**config.mk**
```make
export PLATFORM = sky130hd
export DESIGN_NAME = local_ni
export DESIGN_NICKNAME = d
export VERILOG_FILES = /design/src/rtl/local_ni.sv
export SDC_FILE = /design/constraint.sdc
export NUM_CORES = 1
export LEC_CHECK = 0
export ABC_AREA = 0
export CAP_MARGIN = 20
export CORE_MARGIN = 5
export CORE_UTILIZATION = 60
export DETAILED_ROUTE_END_ITERATION = 12
export GPL_TIMING_DRIVEN = 0
export MAX_ROUTING_LAYER = met4
export PLACE_DENSITY = 0.84
export SYNTH_ARGS = -nofsm -noshare
export SYNTH_HDL_FRONTEND = slang
export SYNTH_SLANG_ARGS = --single-unit
```
**constraint.sdc**
```tcl
create_clock -name clk -period 4.68 [get_ports clk]
set_input_delay 0.936 -clock clk [delete_from_list [all_inputs] [get_ports clk]]
set_output_delay 0.936 -clock clk [all_outputs]
set_load 0.1 [all_outputs]
```
**src/rtl/local_ni.sv**
```systemverilog
// local_ni: core-side network interface for the router local port.
// Credit-controlled injection FIFO plus an ejection FIFO that returns credits.
module local_ni #(
    parameter int FLIT_W    = 32,
    parameter int ADDR_W    = 4,
    parameter int INJ_DEPTH = 4,
    parameter int EJ_DEPTH  = 4,
    parameter int CREDITS   = 4
) (
    input  logic                     clk,
    input  logic                     rst,
    input  logic [FLIT_W-ADDR_W-1:0] core_tx_data_i,
    input  logic [ADDR_W-1:0]        core_tx_dest_i,
    input  logic                     core_tx_valid_i,
    output logic                     core_tx_ready_o,
    output logic [FLIT_W-1:0]        local_flit_o,
    output logic                     valid_l_o,
    input  logic                     credit_i,
    input  logic [FLIT_W-1:0]        local_flit_i,
    input  logic                     valid_l_i,
    output logic                     l_incr_o,
    output logic [FLIT_W-ADDR_W-1:0] core_rx_data_o,
    output logic                     core_rx_valid_o,
    input  logic                     core_rx_ready_i,
    output logic                     ovf_o,
    output logic                     cerr_o
);

    localparam int PW  = FLIT_W - ADDR_W;
    localparam int IAW = $clog2(INJ_DEPTH);
    localparam int EAW = $clog2(EJ_DEPTH);
    localparam int CW  = $clog2(CREDITS + 1);
    localparam logic [CW-1:0] CMAX = CW'(CREDITS);

    // ---------------- injection side ----------------
    logic [FLIT_W-1:0] inj_mem_q [INJ_DEPTH];
    logic [IAW:0]      inj_wr_q, inj_rd_q;
    logic              inj_full, inj_empty;
    logic              push, send;
    logic [CW-1:0]     credit_q, credit_d;
    logic              cerr_q, cerr_d;
    logic [FLIT_W-1:0] flit_q;
    logic              vld_q;

    assign inj_empty = (inj_wr_q == inj_rd_q);
    assign inj_full  = (inj_wr_q[IAW] != inj_rd_q[IAW]) &&
                       (inj_wr_q[IAW-1:0] == inj_rd_q[IAW-1:0]);

    assign core_tx_ready_o = !inj_full;
    assign push = core_tx_valid_i && !inj_full;
    assign send = !inj_empty && (credit_q != '0);

    // Injection storage; contents are don't-care while the slot is free.
    always_ff @(posedge clk) begin
        if (push) inj_mem_q[inj_wr_q[IAW-1:0]] <= {core_tx_dest_i, core_tx_data_i};
    end

    // Credit bookkeeping: send and credit return cancel, overflow saturates.
    always_comb begin
        credit_d = credit_q;
        cerr_d   = cerr_q;
        if (send && !credit_i) begin
            credit_d = credit_q - CW'(1);
        end else if (!send && credit_i) begin
            if (credit_q == CMAX) cerr_d = 1'b1;
            else credit_d = credit_q + CW'(1);
        end
    end

    // Injection pointers, output flit register and credit state.
    always_ff @(posedge clk or negedge rst) begin
        if (!rst) begin
            inj_wr_q <= '0;
            inj_rd_q <= '0;
            flit_q   <= '0;
            vld_q    <= 1'b0;
            credit_q <= CMAX;
            cerr_q   <= 1'b0;
        end else begin
            if (push) inj_wr_q <= inj_wr_q + 1'b1;
            if (send) begin
                inj_rd_q <= inj_rd_q + 1'b1;
                flit_q   <= inj_mem_q[inj_rd_q[IAW-1:0]];
            end
            vld_q    <= send;
            credit_q <= credit_d;
            cerr_q   <= cerr_d;
        end
    end

    assign local_flit_o = flit_q;
    assign valid_l_o    = vld_q;
    assign cerr_o       = cerr_q;

    // ---------------- ejection side ----------------
    logic [FLIT_W-1:0] ej_mem_q [EJ_DEPTH];
    logic [EAW:0]      ej_wr_q, ej_rd_q;
    logic              ej_full, ej_empty;
    logic              ej_pop, ej_wr;
    logic              ovf_q, ovf_d;
    logic              incr_q;

    assign ej_empty = (ej_wr_q == ej_rd_q);
    assign ej_full  = (ej_wr_q[EAW] != ej_rd_q[EAW]) &&
                      (ej_wr_q[EAW-1:0] == ej_rd_q[EAW-1:0]);

    assign ej_pop = !ej_empty && core_rx_ready_i;
    // A pop in the same cycle frees the slot, so a full FIFO still accepts.
    assign ej_wr  = valid_l_i && (!ej_full || ej_pop);
    assign ovf_d  = ovf_q || (valid_l_i && ej_full && !ej_pop);

    // Ejection storage; the slot being read may be rewritten the same edge.
    always_ff @(posedge clk) begin
        if (ej_wr) ej_mem_q[ej_wr_q[EAW-1:0]] <= local_flit_i;
    end

    // Ejection pointers, credit return pulse and sticky overflow flag.
    always_ff @(posedge clk or negedge rst) begin
        if (!rst) begin
            ej_wr_q <= '0;
            ej_rd_q <= '0;
            incr_q  <= 1'b0;
            ovf_q   <= 1'b0;
        end else begin
            if (ej_wr)  ej_wr_q <= ej_wr_q + 1'b1;
            if (ej_pop) ej_rd_q <= ej_rd_q + 1'b1;
            incr_q <= ej_pop;
            ovf_q  <= ovf_d;
        end
    end

    assign core_rx_valid_o = !ej_empty;
    assign core_rx_data_o  = ej_empty ? '0 : ej_mem_q[ej_rd_q[EAW-1:0]][PW-1:0];
    assign l_incr_o        = incr_q;
    assign ovf_o           = ovf_q;

endmodule
```
==> results of run 1 <==
[layout make-up]
type	count	area, sq um	area share
plain buffers	20	138	0.00994
clock buffers	46	830	0.0599
repair buffers	137	1440	0.104
flip-flops and latches	291	8480	0.613
clock inverters	6	27.5	0.00199
inverters	18	67.6	0.00488
well taps	234	293	0.0211
multi-input cells	187	2570	0.186
[worst max-delay path: stages (launching register included)]
cell and delay [ps]:
dfrtp_1 460, xor2_1 520, nor3_1 150, buf_2 230
buf_2 210, nor2b_1 140, clkdlybuf4s50_1 1140
[metal layers]
metal  vias up  wire, microns  part of all wire  global-route usage
li1       2389              -                 -                   -
met1      2837           8320              0.39               0.265
met2       184          11200              0.52               0.347
met3        31           1450             0.068              0.0457
met4         0            371             0.017              0.0409
met5         -              0                 0                   -
[sequential cells by signal, indices dropped and copies added (netlist names), 3 cells and up]
signal and flops:
inj_rd_q 3, ej_wr_q 3, credit_q 3, inj_mem_q 128
local_flit_o 32, ej_mem_q 112, ej_rd_q 3, inj_wr_q 3
[worst max-delay path by stage]
stage / endpoint / slack, ps / start
finish: core_rx_data_o[10] / 370 / ej_wr_q[0]
global route: core_rx_data_o[10] / 180 / ej_wr_q[0]
CTS: core_rx_data_o[10] / 360 / ej_wr_q[0]
detailed placement: core_rx_data_o[10] / 940 / ej_wr_q[0]
global placement: inj_mem_q[3][30] / -350 / core_tx_valid_i
floorplan: core_rx_data_o[10] / 1130 / ej_wr_q[0]
[per-stage QoR]
stage,hold WS [ps],utilization
final,420,0.746
after global routing,438,0.746
after CTS,415,0.746
after detailed placement,473,0.699
after global placement,454,0.690
after floorplan,498,-
[placed cells by master (no fill, tap or decap), types with 5 or more instances in the layout]
master	netlist	layout
mux4_2	60	60
nor2b_1	28	28
clkbuf_16	0	29
edfxtp_1	240	240
ha_1	12	12
xor2_1	7	7
buf_6	5	5
xnor2_1	8	8
buf_2	5	6
clkdlybuf4s50_1	0	130
dfrtp_1	50	50
inv_1	18	18
buf_4	5	5
mux2_2	31	31
clkbuf_1	5	18
[synthesized netlist by cell type, drive strengths merged]
master  count
and2        4
a21o        2
nor2        4
nor2b      28
o41ai       2
dfrtp      50
o311ai      1
xor2        7
nor3        2
nor4        1
nand2       2
o21ai       1
a31o        1
a31oi       4
a21oi       3
ha         12
a311oi      2
edfxtp    240
nand3       1
clkbuf      5
buf        15
mux4       60
o31ai       1
xnor2      10
inv        18
or3b        1
mux2       36
dfstp       1
fa          1
or2         1
[cells by family (layout without fill, tap and decap cells)]
| kind of cell | Yosys count | after routing |
|---|---|---|
| xor+xnor | 17 | 17 |
| flops | 291 | 291 |
| buf+inv | 38 | 227 |
| fa+ha+maj | 13 | 13 |
| compound gates | 17 | 17 |
| simple gates | 44 | 44 |
| mux | 96 | 96 |
==> flow_metrics.env, run 1 <==
export IMPL_status="finished, final reports clean"
export IMPL_gr_total_overflow=0
export IMPL_insertion_delay_ps=520
export IMPL_clock_sinks=291
export IMPL_tightestPinTransition_ps=1050
export IMPL_max_freq_ghz=0.232
export IMPL_fin_nets=766
export IMPL_synth_top_family_by_area="multiplexers"
export IMPL_period_minus_slack_ps=4310
export IMPL_antenna_left=0
export IMPL_die_w_microns=147
export IMPL_grt_pass1_vias=5926
export IMPL_grt_pass1_wl_microns=33700
export IMPL_path_max_fanout=10
export IMPL_synth_top_area_cell="edfxtp_1"
export IMPL_min_period_over_period=0.920
export IMPL_synth_top_area_frac=0.642
export IMPL_grt_usage=0.206
export IMPL_muxShareOfSynthArea=0.157
export IMPL_worstRegToRegCells=10
export IMPL_synth_area_sq_um=11200
export IMPL_cts_setup_buffers=0
export IMPL_yosys_top_cells_area="edfxtp_1, mux4_2, dfrtp_1"
export IMPL_synth_cell_types=37
export IMPL_route_detailed_drc=0
export IMPL_placedCellCount=887
export IMPL_syn_nets=599
export IMPL_synthXorXnorAreaFrac=0.0166
export IMPL_ys_ff_latch=291
export IMPL_cts_tree="built"
export IMPL_cap_violations=0
export IMPL_cts_max_level=1
export IMPL_finalHoldViolCount=0
export IMPL_seq_area_frac_synth=0.756
export IMPL_reg2reg_from="inj_rd_q[1]"
export IMPL_hp_class="input pin to asynchronous set/reset pin"
export IMPL_critPathKind="flip-flop to primary output"
export IMPL_clockBufferDepth=3
export IMPL_vias=5441
export IMPL_fp_row_count=50
export IMPL_final_setup_tns_ps=0
export IMPL_via_per_inst=5.79
export IMPL_yosys_warnings=0
export IMPL_synth_compound_area_share=0.0137
export IMPL_grt_max_degree=33
export IMPL_critPathCaptureType="primary output"
export IMPL_cts_resized=0
export IMPL_drtPass1Iterations=4
export IMPL_fin_ws_ps=373
export IMPL_areaGrowthSynthToFinish_pct=23.5
export IMPL_pre_cts_ws_ps=943
export IMPL_core_area_sq_um=18600
export IMPL_drv_slew=0
export IMPL_start_util=0.604
export IMPL_drtIter0Drc=196
export IMPL_postSynthAreaPerCell_sq_um=21.7
export IMPL_hpwl_microns=13500
export IMPL_wl_microns=21300
export IMPL_cts_made_buffers=28
export IMPL_die_h_microns=147
export IMPL_cp_data_required_time_ps=3740
export IMPL_antenna_cells=0
export IMPL_io_buffers=131
export IMPL_dpl_cell_area_sq_um=13000
export IMPL_syn_inst=516
export IMPL_startpoint_type="flip-flop"
export IMPL_max_slew_margin_rel=0.295
export IMPL_n_fill_cell=1022
export IMPL_clock_skew_ps=19.6
export IMPL_pin_count=136
export IMPL_antenna_found_initial=0
export IMPL_post_route_cell_area_sq_um=13900
export IMPL_reg2reg_to="credit_q[2]"
export IMPL_setup_violations=0
export IMPL_yosys_area_share_simple=0.0231
export IMPL_synthAdderAreaFrac=0.0152
export IMPL_drive_above_1_share=0.235
export IMPL_clk_pin_slew_ps=70
export IMPL_r2r_slack_ps=1820
export IMPL_root_buffer="clkbuf_16"
export IMPL_rsz0062_at_grt="no"
export IMPL_dieArea_sq_um=21500
export IMPL_fin_cells=939
export IMPL_place_congestion=0.741
export IMPL_wire_per_inst_microns=22.7
export IMPL_arrival_ps=3370
export IMPL_holdBufCountCts=0
Power of run 1 is not shown: default switching activity piles up to over one toggle a cycle in this logic, so the estimate is an artifact.
==> run 2, diff against run 1 <==
Settings changed: CORE_MARGIN 5 to 2, CORE_UTILIZATION 60 to 52, PLACE_DENSITY 0.84 to 0.74.
==> run 2 against run 1 <==
  * Register-to-register slack lost 50 ps
  * Utilization decreased by 8.5 points
  * Global-route usage decreased by 2.0 points
==> flow_metrics.env, run 2 (synthesis gave the netlist of run 1 again) <==
export IMPL_antenna_left=0
export IMPL_place_congestion=0.722
export IMPL_wl_met2_microns=10400
export IMPL_cts_setup_buffers=0
export IMPL_clock_skew_ps=10.2
export IMPL_grt_max_degree=33
export IMPL_wire_per_inst_microns=20.6
export IMPL_highest_layer="met4"
export IMPL_vias=5271
export IMPL_drive_above_1_share=0.243
export IMPL_fin_nets=764
export IMPL_start_util=0.532
export IMPL_pre_cts_ws_ps=868
export IMPL_met3_length_microns=1290
export IMPL_core_area_sq_um=21100
export IMPL_route_detailed_drc=0
export IMPL_drv_slew=0
export IMPL_clock_sinks=291
export IMPL_fin_ws_ps=346
export IMPL_die_h_microns=151
export IMPL_final_setup_tns_ps=0
export IMPL_max_slew_margin_rel=0.302
export IMPL_hpwl_microns=12800
export IMPL_cts_tree="built"
export IMPL_critPathCaptureType="primary output"
export IMPL_drtIter0Drc=258
export IMPL_tightestPinTransition_ps=1040
export IMPL_period_minus_slack_ps=4330
export IMPL_dieArea_sq_um=22800
export IMPL_wl_microns=20100
export IMPL_io_buffers=131
export IMPL_status="finished, final reports clean"
export IMPL_dpl_cell_area_sq_um=13000
export IMPL_wl_met1_microns=8130
export IMPL_critPathKind="flip-flop to primary output"
export IMPL_rsz0062_at_grt="no"
export IMPL_finalHoldViolCount=0
export IMPL_cts_resized=0
export IMPL_cts_max_level=1
export IMPL_arrival_ps=3400
export IMPL_largest_reg_flops=128
export IMPL_setup_violations=0
export IMPL_clk_pin_slew_ps=60
export IMPL_cap_violations=0
export IMPL_post_route_cell_area_sq_um=13900
export IMPL_path_max_fanout=10
export IMPL_max_freq_ghz=0.231
export IMPL_clockBufferDepth=3
export IMPL_grt_pass1_vias=5806
export IMPL_antenna_cells=0
export IMPL_insertion_delay_ps=540
export IMPL_grt_pass1_wl_microns=31000
export IMPL_pin_count=136
export IMPL_startpoint_type="flip-flop"
export IMPL_holdBufCountCts=0
export IMPL_hp_class="input pin to asynchronous set/reset pin"
export IMPL_die_w_microns=151
export IMPL_via_per_inst=5.38
export IMPL_grt_usage=0.186
export IMPL_final_core_util=0.660
export IMPL_gr_total_overflow=0
export IMPL_min_period_over_period=0.926
export IMPL_final_common_cell="edfxtp_1"
export IMPL_cp_data_required_time_ps=3740
export IMPL_cts_made_buffers=29
export IMPL_antenna_found_initial=0
export IMPL_fp_row_count=53
export IMPL_drtPass1Iterations=4
export IMPL_areaGrowthSynthToFinish_pct=24.1
export IMPL_final_cell_mix="edfxtp_1, clkdlybuf4s50_1, mux4_2"
export IMPL_root_buffer="clkbuf_16"
## run 2: cell types whose count changed in the layout (fill, tap and decap cells not counted)
cell | before | now
clkinv_2 | 4 | 7
bufinv_16 | 0 | 2
clkinv_1 | 2 | 3
clkinvlp_4 | 0 | 1
buf_12 | 4 | 1
inv_6 | 0 | 1
clkbuf_1 | 18 | 11
clkinv_4 | 0 | 1
## run 2: cell type report
| type | count | area (sq um) |
|---|---|---|
| plain buffers | 20 | 138 |
| clock buffers | 39 | 803 |
| clock inverters | 15 | 131 |
| fillers | 1390 | 7170 |
| inverters | 18 | 67.6 |
| multi-input cells | 187 | 2570 |
| flip-flops and latches | 291 | 8480 |
| well taps | 275 | 344 |
| repair buffers | 134 | 1380 |
## run 2: per-stage QoR
step,hold WS [ps],std cells
2_1_floorplan,498,516
4_1_cts,406,979
6_report,406,979
5_1_grt,419,979
3_3_place_gp,444,922
3_5_place_dp,447,925
## run 2: worst paths after layout
path | endpoint | startpoint | slack (ps) | cells past startpoint
max | core_rx_data_o[15] | ej_wr_q[0] | 350 | 6
min | local_flit_o[27] | rst | 410 | 1
max reg2reg | credit_q[2] | inj_rd_q[0] | 1770 | 10
min reg2reg | ovf_o | ovf_o | 460 | 1
max in group asynchronous | credit_q[2] | rst | 3600 | 2
min in group clk | ovf_o | ovf_o | 460 | 1
## run 2: routing by layer
layer / vias up / track usage
li1: 2386 / -
met3: 23 / 0.0419
met1: 2723 / 0.227
met5: - / -
met2: 139 / 0.321
met4: 0 / 0.0421
## run 2: critical path: stages, from the launching register on
cell and delay [ps]:
dfrtp_1 450, xor2_1 510, nor3_1 160, buf_2 220, buf_2 210, nor2b_1 160
clkdlybuf4s50_1 1150
Power of run 2 is left out for the same reason.
